### src/rtl/midi_gate.sv
// midi_gate: MIDI note-on/off parser with a last-note-priority key stack that drives one adsr voice.
// Define MIDI_GATE_LEGATO_EN to hold gate high across overlapping note-ons instead of retriggering.
module midi_gate #(
  parameter int CHANNEL     = 0,
  parameter int STACK_DEPTH = 4,
  localparam int DW         = $clog2(STACK_DEPTH + 1)
) (
  input  logic          clk,
  input  logic          reset,
  input  logic          in_valid,
  input  logic [7:0]    in_data,
  output logic          gate,
  output logic [6:0]    note,
  output logic [6:0]    velocity,
  output logic [DW-1:0] depth
);

`ifdef MIDI_GATE_LEGATO_EN
  localparam bit LEGATO = 1'b1;
`else
  localparam bit LEGATO = 1'b0;
`endif

  localparam logic [3:0] CH = 4'(CHANNEL);

  typedef enum logic [1:0] {ST_IDLE, ST_KEY, ST_VAL, ST_IGNORE} state_t;
  typedef enum logic [1:0] {MSG_OFF, MSG_ON, MSG_CC} msg_t;

  state_t state, state_nx;
  msg_t   msg;
  logic [6:0] key_q;

  logic is_sys, is_status, is_data, tracked;
  logic exec_on, exec_off, exec_clr;

  logic [6:0]    stk_key [STACK_DEPTH];
  logic [6:0]    stk_vel [STACK_DEPTH];
  logic [DW-1:0] cnt;

  logic [6:0] rem_key  [STACK_DEPTH];
  logic [6:0] rem_vel  [STACK_DEPTH];
  logic [6:0] push_key [STACK_DEPTH];
  logic [6:0] push_vel [STACK_DEPTH];
  logic [6:0] nx_key   [STACK_DEPTH];
  logic [6:0] nx_vel   [STACK_DEPTH];
  logic [6:0] nx_note, nx_velocity;
  logic       nx_gate, found;
  int         cnt_i, rem_cnt, push_cnt, nx_cnt;

  // Byte classification; real-time bytes (0xF8-0xFF) fall into no class and are invisible.
  always_comb begin
    is_sys    = in_valid && (in_data[7:3] == 5'b11110);
    is_status = in_valid && in_data[7] && (in_data[7:4] != 4'hF);
    is_data   = in_valid && !in_data[7];
    tracked   = (in_data[3:0] == CH) &&
                (in_data[7:4] == 4'h8 || in_data[7:4] == 4'h9 || in_data[7:4] == 4'hB);
  end

  always_ff @(posedge clk) begin
    if (reset) state <= ST_IDLE;
    else       state <= state_nx;
  end

  always_comb begin
    state_nx = state;
    if (is_sys) begin
      state_nx = ST_IDLE;
    end else if (is_status) begin
      state_nx = tracked ? ST_KEY : ST_IGNORE;
    end else if (is_data) begin
      case (state)
        ST_KEY:  state_nx = ST_VAL;
        ST_VAL:  state_nx = ST_KEY;
        default: state_nx = state;
      endcase
    end
  end

  always_comb begin
    exec_on  = 1'b0;
    exec_off = 1'b0;
    exec_clr = 1'b0;
    if (is_data && state == ST_VAL) begin
      case (msg)
        MSG_ON: begin
          if (in_data[6:0] != 7'd0) exec_on = 1'b1;
          else                      exec_off = 1'b1;
        end
        MSG_OFF: exec_off = 1'b1;
        default: exec_clr = (key_q == 7'd123);
      endcase
    end
  end

  always_ff @(posedge clk) begin
    if (reset) begin
      msg   <= MSG_OFF;
      key_q <= 7'd0;
    end else begin
      if (is_status && tracked) begin
        case (in_data[7:4])
          4'h9:    msg <= MSG_ON;
          4'hB:    msg <= MSG_CC;
          default: msg <= MSG_OFF;
        endcase
      end
      if (is_data && state == ST_KEY) key_q <= in_data[6:0];
    end
  end

  assign cnt_i = int'(cnt);

  // Remove key_q if held: entries at and above the match slide down one slot.
  always_comb begin
    found = 1'b0;
    for (int i = 0; i < STACK_DEPTH; i++) begin
      rem_key[i] = stk_key[i];
      rem_vel[i] = stk_vel[i];
    end
    for (int i = 0; i < STACK_DEPTH - 1; i++) begin
      if (i < cnt_i && stk_key[i] == key_q) found = 1'b1;
      if (found) begin
        rem_key[i] = stk_key[i+1];
        rem_vel[i] = stk_vel[i+1];
      end
    end
    if (cnt_i == STACK_DEPTH && stk_key[STACK_DEPTH-1] == key_q) found = 1'b1;
    rem_cnt = found ? cnt_i - 1 : cnt_i;
  end

  // Push onto the removal result, dropping the oldest entry when full.
  always_comb begin
    for (int i = 0; i < STACK_DEPTH; i++) begin
      push_key[i] = rem_key[i];
      push_vel[i] = rem_vel[i];
    end
    if (rem_cnt == STACK_DEPTH) begin
      for (int i = 0; i < STACK_DEPTH - 1; i++) begin
        push_key[i] = rem_key[i+1];
        push_vel[i] = rem_vel[i+1];
      end
      push_key[STACK_DEPTH-1] = key_q;
      push_vel[STACK_DEPTH-1] = in_data[6:0];
      push_cnt = STACK_DEPTH;
    end else begin
      for (int i = 0; i < STACK_DEPTH; i++) begin
        if (i == rem_cnt) begin
          push_key[i] = key_q;
          push_vel[i] = in_data[6:0];
        end
      end
      push_cnt = rem_cnt + 1;
    end
  end

  // Select the next stack; note/velocity follow the top and hold when the stack empties.
  always_comb begin
    for (int i = 0; i < STACK_DEPTH; i++) begin
      nx_key[i] = stk_key[i];
      nx_vel[i] = stk_vel[i];
    end
    nx_cnt = cnt_i;
    if (exec_clr) begin
      nx_cnt = 0;
    end else if (exec_on) begin
      nx_key = push_key;
      nx_vel = push_vel;
      nx_cnt = push_cnt;
    end else if (exec_off) begin
      nx_key = rem_key;
      nx_vel = rem_vel;
      nx_cnt = rem_cnt;
    end
    nx_note     = note;
    nx_velocity = velocity;
    for (int i = 0; i < STACK_DEPTH; i++) begin
      if (i == nx_cnt - 1) begin
        nx_note     = nx_key[i];
        nx_velocity = nx_vel[i];
      end
    end
    nx_gate = (nx_cnt != 0) && !(exec_on && !LEGATO && cnt_i != 0);
  end

  always_ff @(posedge clk) begin
    if (reset) begin
      for (int i = 0; i < STACK_DEPTH; i++) begin
        stk_key[i] <= 7'd0;
        stk_vel[i] <= 7'd0;
      end
      cnt      <= '0;
      gate     <= 1'b0;
      note     <= 7'd0;
      velocity <= 7'd0;
    end else begin
      stk_key  <= nx_key;
      stk_vel  <= nx_vel;
      cnt      <= DW'(nx_cnt);
      gate     <= nx_gate;
      note     <= nx_note;
      velocity <= nx_velocity;
    end
  end

  assign depth = cnt;

endmodule

### config.mk
export PLATFORM = sky130hd
export DESIGN_NAME = midi_gate
export DESIGN_NICKNAME = d
export VERILOG_FILES = /design/src/rtl/midi_gate.sv
export SDC_FILE = /design/constraint.sdc
export NUM_CORES = 1
export LEC_CHECK = 0
export ABC_AREA = 1
export CAP_MARGIN = 30
export CORE_ASPECT_RATIO = 1.2
export CORE_MARGIN = 2
export CORE_UTILIZATION = 50
export DETAILED_ROUTE_END_ITERATION = 7
export GPL_TIMING_DRIVEN = 0
export PLACE_DENSITY = 0.7
export SLEW_MARGIN = 0
export SYNTH_ARGS = -nofsm -noshare
export SYNTH_HDL_FRONTEND = slang
export SYNTH_SLANG_ARGS = --single-unit
### constraint.sdc
create_clock -name clk -period 3.9 [get_ports clk]
set_clock_uncertainty 0.15 [all_clocks]
set_input_delay 0.78 -clock clk [delete_from_list [all_inputs] [get_ports clk]]
set_output_delay 0.78 -clock clk [all_outputs]
set_load 0.02 [all_outputs]
==> impl_metrics.toml, run 1 <==
[setup_path]
cp-end-kind = "register"
worst-path-buf-inv = 5
max_stage_delay_ns = 0.41
cp_max_fo = 6
crit_top_cell = "nand2_4"
critPathArrivalTime_ns = 4.11
worst_setup_path_start_kind = "register"
worstPathRequired_ns = 4.04
crit_type = "register to register"
critical-path-top-delay-family = "simple AND/OR/NAND/NOR gates"
cp_slowest_cell = "dfxtp_4"

[clocking]
cts_made_buffers = 9
clockRootBuffer = "clkbuf_16"
cts_sinks = 85
cts_tree = "yes"
clockBufferDepth = 2
insertion_delay_ns = 0.36
cts-hold-fix-buffers = 0
clk_pin_slew_worst_paths_ns = 0.07
htreeDepth = 3

[global_route]
gr-total-overflow = 0
grt_first_pass_wirelength_mm = 40.3
grt_max_degree = 14
antenna_found_initial = 0
grt.total_usage_pct = 37.2
grt_pass1_vias = 7319

[yosys]
synth_area_leaders = "dfxtp_1, nand2_1, o21ai_0"
synth.top_cells.by_count = "nand2_1, nor2_1, o21ai_0"
synth_top_family_by_area = "simple AND/OR/NAND/NOR gates"
synth.mux.area_fraction_pct = 0.592
syn_area_per_cell_um2 = 5.99
yosysTopAreaCell = "dfxtp_1"
synth-simple-area-share_pct = 34.9
yosysWarnings = 0
yosys_most_used_dff = "dfxtp_1"
synth_cell_types = 46
syn_area_um2 = 6770
synth-xor-area-share_pct = 1.29
ys_seq_elements = 85
syn_inst = 1129
synth_compound_area_share_pct = 24.3
async_flop_share_pct = 0
yosys.area_share.adder_pct = 2.22
yosysTopAreaCellShare_pct = 25.1
syn_nets = 1152
yosysMostFrequentCell = "nand2_1"
synth-edff-count = 0
yosysSeqAreaShare_pct = 25.1

[detailed_routing]
routed_wl_mm = 28.2
firstDrtPassIters = 6
drc = 0
avgViaCountPerCell = 6.02
drtIter0Drc = 1203
vias = 8260
drt-wirelength-per-cell_um = 20.5
ant_nets = 0

[power]
p_per_area_nw_per_um2 = 358
p_leak_nw = 3.75
p_int_mw = 1.78
total_power_mw = 2.98
clkPwrFrac_pct = 30.6
swShare_pct = 40.1
vdd_ir_drop_max_v = 0.000243
switchingPower_mw = 1.20
share_comb_of_total_power_pct = 38.7
power_frac_seq_pct = 30.7

[place]
place_ws_ns = -1.24
place_congestion = 1.05
port_buffers = 27
hpwl_mm = 18.7

[timing]
fmax_mhz = 252
drv_slew = 0
setup_slack_ns = -0.0757
period_minus_slack_ns = 3.98
setup_viol = 13
tightest_slew_ns = 0.841
final_hold_viol_count = 0
rsz0062_at_grt = "yes"
timing.final.crit_share_pct = 102
tns_ns = -0.701
maxSlewHeadroom_pct = 43.9

[floorplanning]
die_area_um2 = 14500
core-area_um2 = 13200
row_count = 46
io_pins = 29
die_x_um = 110
initial_core_util_pct = 51.1
die_y_um = 131

[final_layout]
drive_above_1_share_pct = 16.3
antenna_cells = 0
final_net_count = 1223
area_delta_synth_final_pct = 23.0

[run_status]
run_status = "complete, but fails checks"
violations = "setup timing"

[run]
cap_violations = 0

[worst_hold_path]
hp-class = "register to register"
[flip-flops by register name, summed over array words and instances (netlist names)]
signal,flops
rem_key,7
key_q,7
gate,1
depth,3
velocity,7
rem_vel,7
note,7
stk_vel,21
stk_key,21
state,2
msg,2
[final timing paths]
path | startpoint | cells past startpoint | slack (ns) | endpoint
max | depth[1] | 28 | -0.08 | note[1]
min | msg[0] | 2 | 0.32 | msg[0]
max reg2reg | depth[1] | 28 | -0.08 | note[1]
min reg2reg | msg[0] | 2 | 0.32 | msg[0]
[cells by family (layout without fill, tap and decap cells)]
logic type / after synthesis / in the layout
AND/OR/NAND/NOR: 554 / 554
AO/OA/AOI/OAI: 277 / 277
buffers and inverters: 187 / 262
flip-flops: 85 / 85
adder cells (fa/ha/maj): 12 / 12
XOR/XNOR: 10 / 10
multiplexers: 4 / 4
[area by class of cell]
| type | count | area, um^2 |
|---|---|---|
| repair buffers | 60 | 603 |
| clock inverters | 4 | 47.5 |
| multi-input cells | 857 | 4590 |
| clock buffers | 11 | 253 |
| well taps | 168 | 210 |
| plain buffers | 64 | 425 |
| flip-flops and latches | 85 | 1710 |
| inverters | 123 | 485 |
| fillers | 1289 | 4920 |
[worst min-delay path, stage by stage (launching register included)]
cell     delay (ns)
dfxtp_1        0.31
nand2_1        0.06
a21oi_1        0.05
[stage by stage]
stage,area [um^2],util [%],std cells,hold WS (ns)
2_1_floorplan,6770,-,1129,0.289
3_3_place_gp,7250,54.8,1324,0.308
3_5_place_dp,7250,54.8,1324,0.314
4_1_cts,7820,59.1,1353,0.323
5_1_grt,8320,62.9,1372,0.362
6_report,8320,62.9,1372,0.317
[per-layer routing]
layer	global-route usage [%]	vias up	share of wire, %
met5	0	-	0
met2	56.5	588	45
met3	6.40	154	12
li1	-	3821	-
met4	22.4	0	6.6
met1	48.4	3697	37
[power by group through the flow]
stage          sequential [mW]  combinational, mW  clock (mW)
2_1_floorplan            0.940              0.607           0
3_3_place_gp             0.933              0.918           0
3_5_place_dp             0.933              0.924           0
4_1_cts                  0.913               1.00       0.912
5_1_grt                  0.918               1.22       0.939
6_report                 0.915               1.15       0.911
[timing repair]
action,4_1_cts,5_1_grt
endpoints found under the setup margin,70,23
resized for setup,54,87
pin swaps,10,27
cloned,0,3
setup buffers,14,16
[cells in the final DEF (no fill, tap or decap), types with 10 or more instances in the layout]
| cell type | n |
|---|---|
| inv_1 | 101 |
| inv_2 | 14 |
| o211ai_1 | 20 |
| clkbuf_16 | 12 |
| o21ai_0 | 130 |
| buf_4 | 32 |
| a21oi_1 | 56 |
| clkbuf_1 | 20 |
| nand3_1 | 32 |
| nand2_2 | 21 |
| clkbuf_2 | 14 |
| o21bai_1 | 20 |
| nand2_4 | 11 |
| nand2_1 | 292 |
| dfxtp_1 | 81 |
| a211oi_1 | 10 |
| nor2_1 | 135 |
| nor2_4 | 11 |
| clkdlybuf4s50_1 | 27 |
| nand4_1 | 19 |
(Power assumes the default switching activity.)
==> inputs of run 2 (changes only) <==
Settings changed: CORE_UTILIZATION 50 to 38, PLACE_DENSITY 0.7 to not set.
==> run 2 against run 1 <==
Net effect:
- the flow still finishes with violations (setup timing)
- sequential power barely moved
- count of clock-buffer cells in the layout rose by 1
- first-iteration DRC count shrank 22%
- final area grew 3.1%
- non-clock buffer count increased by 20
- routed wire length rose by 2.5%
- critical path depth down 2
- register-to-register slack about the same
- maximum frequency increased by 0.18%
- critical endpoint unchanged
==> impl_metrics.toml, run 2 (synthesized netlist as in run 1, its figures left out) <==
[run_status]
run_status = "complete, but fails checks"
violations = "setup timing"

[floorplanning]
die_x_um = 126
die_area_um2 = 18900
initial_core_util_pct = 38.7
io_pins = 29
row_count = 53
core-area_um2 = 17500
die_y_um = 150

[final_layout]
final_common_cell = "nand2_1"
layout_common_cells = "nand2_1, nor2_1, o21ai_0"
largestRegisters = "stk_key: 21 flops, stk_vel: 21 flops"
final_net_count = 1243
instances_no_fill = 1444
area_delta_synth_final_pct = 26.8
final_core_util_pct = 49.0
antenna_cells = 0
stdcell_area_um2 = 8580
fillCellCount = 1827
drive_above_1_share_pct = 18.5

[setup_path]
rrSetupSlack_ns = -0.07
cp-startpoint = "depth[1]"
cp_max_fo = 6
timing.rr.end = "note[1]"
crit_top_cell = "ha_4"
critical-path-top-delay-family = "simple AND/OR/NAND/NOR gates"
worstPathRequired_ns = 4.03
critPathArrivalTime_ns = 4.10
critical_path_depth = 26
reg2reg_from = "depth[1]"
worst_setup_path_start_kind = "register"
ff2ff_path_depth = 26
crit_type = "register to register"
max_stage_delay_ns = 0.38
cp_slowest_cell = "dfxtp_4"
cp-end-kind = "register"
worst-path-buf-inv = 6
crit_end = "note[1]"

[detailed_routing]
routed_wl_mm = 28.9
drtIter0Drc = 933
vias = 8121
drc = 0
drt-wirelength-per-cell_um = 20.0
firstDrtPassIters = 6
avgViaCountPerCell = 5.62
ant_nets = 0

[power]
p_leak_nw = 3.85
vdd_ir_drop_max_v = 0.000251
p_per_area_nw_per_um2 = 344

[global_route]
antenna_found_initial = 0
grt_first_pass_wirelength_mm = 42.2
grt_max_degree = 14
grt.total_usage_pct = 29.3
grt_pass1_vias = 7333
gr-total-overflow = 0

[clocking]
htreeDepth = 3
cts_sinks = 85
clk_pin_slew_worst_paths_ns = 0.07
clockRootBuffer = "clkbuf_16"
cts_tree = "yes"
cts_made_buffers = 9
insertion_delay_ns = 0.34
clockBufferDepth = 2

[place]
hpwl_mm = 19.6
place_congestion = 0.987
placed_cells = 1376
placed_cell_area_um2 = 7310
port_buffers = 27

[timing]
hold_slack_ns = 0.320
timing.final.crit_share_pct = 102
rsz0062_at_grt = "yes"
maxSlewHeadroom_pct = 39.4
final_hold_viol_count = 0
tns_ns = -0.507
tightest_slew_ns = 0.909
setup_viol = 11
fmax_mhz = 252
setup_slack_ns = -0.0686
drv_slew = 0
period_minus_slack_ns = 3.97

[run]
cap_violations = 0

[worst_hold_path]
hp-class = "register to register"
-- run 2: cell count changes in the layout (fill, tap and decap cells not counted), sizes merged --
cell / before / now
buf: 56 / 73
clkbuf: 52 / 56
clkdlybuf4s50: 27 / 24
dlymetal6s2s: 0 / 3
clkinv: 5 / 3
inv: 120 / 122
bufinv: 1 / 0
-- run 2: final cells by class --
| type | instances | area [um^2] | area share [%] |
|---|---|---|---|
| clock inverters | 3 | 21.3 | 0.248 |
| clock buffers | 12 | 256 | 2.99 |
| flip-flops and latches | 85 | 1710 | 19.9 |
| well taps | 220 | 275 | 3.21 |
| repair buffers | 80 | 773 | 9.01 |
| multi-input cells | 857 | 4630 | 54.0 |
| plain buffers | 64 | 427 | 4.97 |
| inverters | 123 | 487 | 5.67 |
-- run 2: stage by stage --
step / total power, mW / setup WS, ns
global route: 3.08 / -0.241
CTS: 2.78 / 0.0190
global placement: 1.87 / -1.34
detailed placement: 1.87 / -1.39
floorplan: 1.55 / 0.0580
finish: 2.96 / -0.0686
-- run 2: worst min path at each step --
stage | startpoint | to | slack, ns | cells after the start
floorplan | msg[0] | msg[0] | 0.29 | 2
global placement | msg[0] | msg[0] | 0.30 | 2
detailed placement | msg[0] | msg[0] | 0.31 | 2
CTS | msg[0] | msg[0] | 0.31 | 2
global route | msg[0] | msg[0] | 0.36 | 2
finish | msg[0] | msg[0] | 0.32 | 2
-- run 2: report_power, final --
| group | total, mW | switching [mW] | internal [mW] |
|---|---|---|---|
| Clock | 0.837 | 0.373 | 0.464 |
| Combinational | 1.21 | 0.811 | 0.395 |
| Sequential | 0.914 | 0.0193 | 0.895 |
-- run 2: worst reg2reg max path, delay by kind of cell, from the launching register on --
kind / cells / cell delay, ns
buffers and inverters: 6 / 0.65
AO/OA/AOI/OAI: 3 / 0.43
AND/OR/NAND/NOR: 12 / 1.31
XOR/XNOR: 1 / 0.22
flip-flops: 1 / 0.38
adder cells (fa/ha/maj): 4 / 0.76
-- run 2: repair_timing --
| item | 4_1_cts | 5_1_grt |
|---|---|---|
| pin swaps | 9 | 41 |
| endpoints found under the hold margin | 0 | 0 |
| gates resized for setup | 63 | 93 |
| gates cloned | 0 | 4 |
| endpoints found under the setup margin | 70 | 34 |
| setup buffers | 17 | 32 |
| hold buffers | 0 | 0 |
-- run 2: layer usage --
| metal | global-route usage, % | part of all wire (%) |
|---|---|---|
| met2 | 48.3 | 46 |
| met4 | 15.0 | 5.5 |
| met5 | 0 | 0 |
| met1 | 37.5 | 39 |
| met3 | 4.12 | 9.5 |
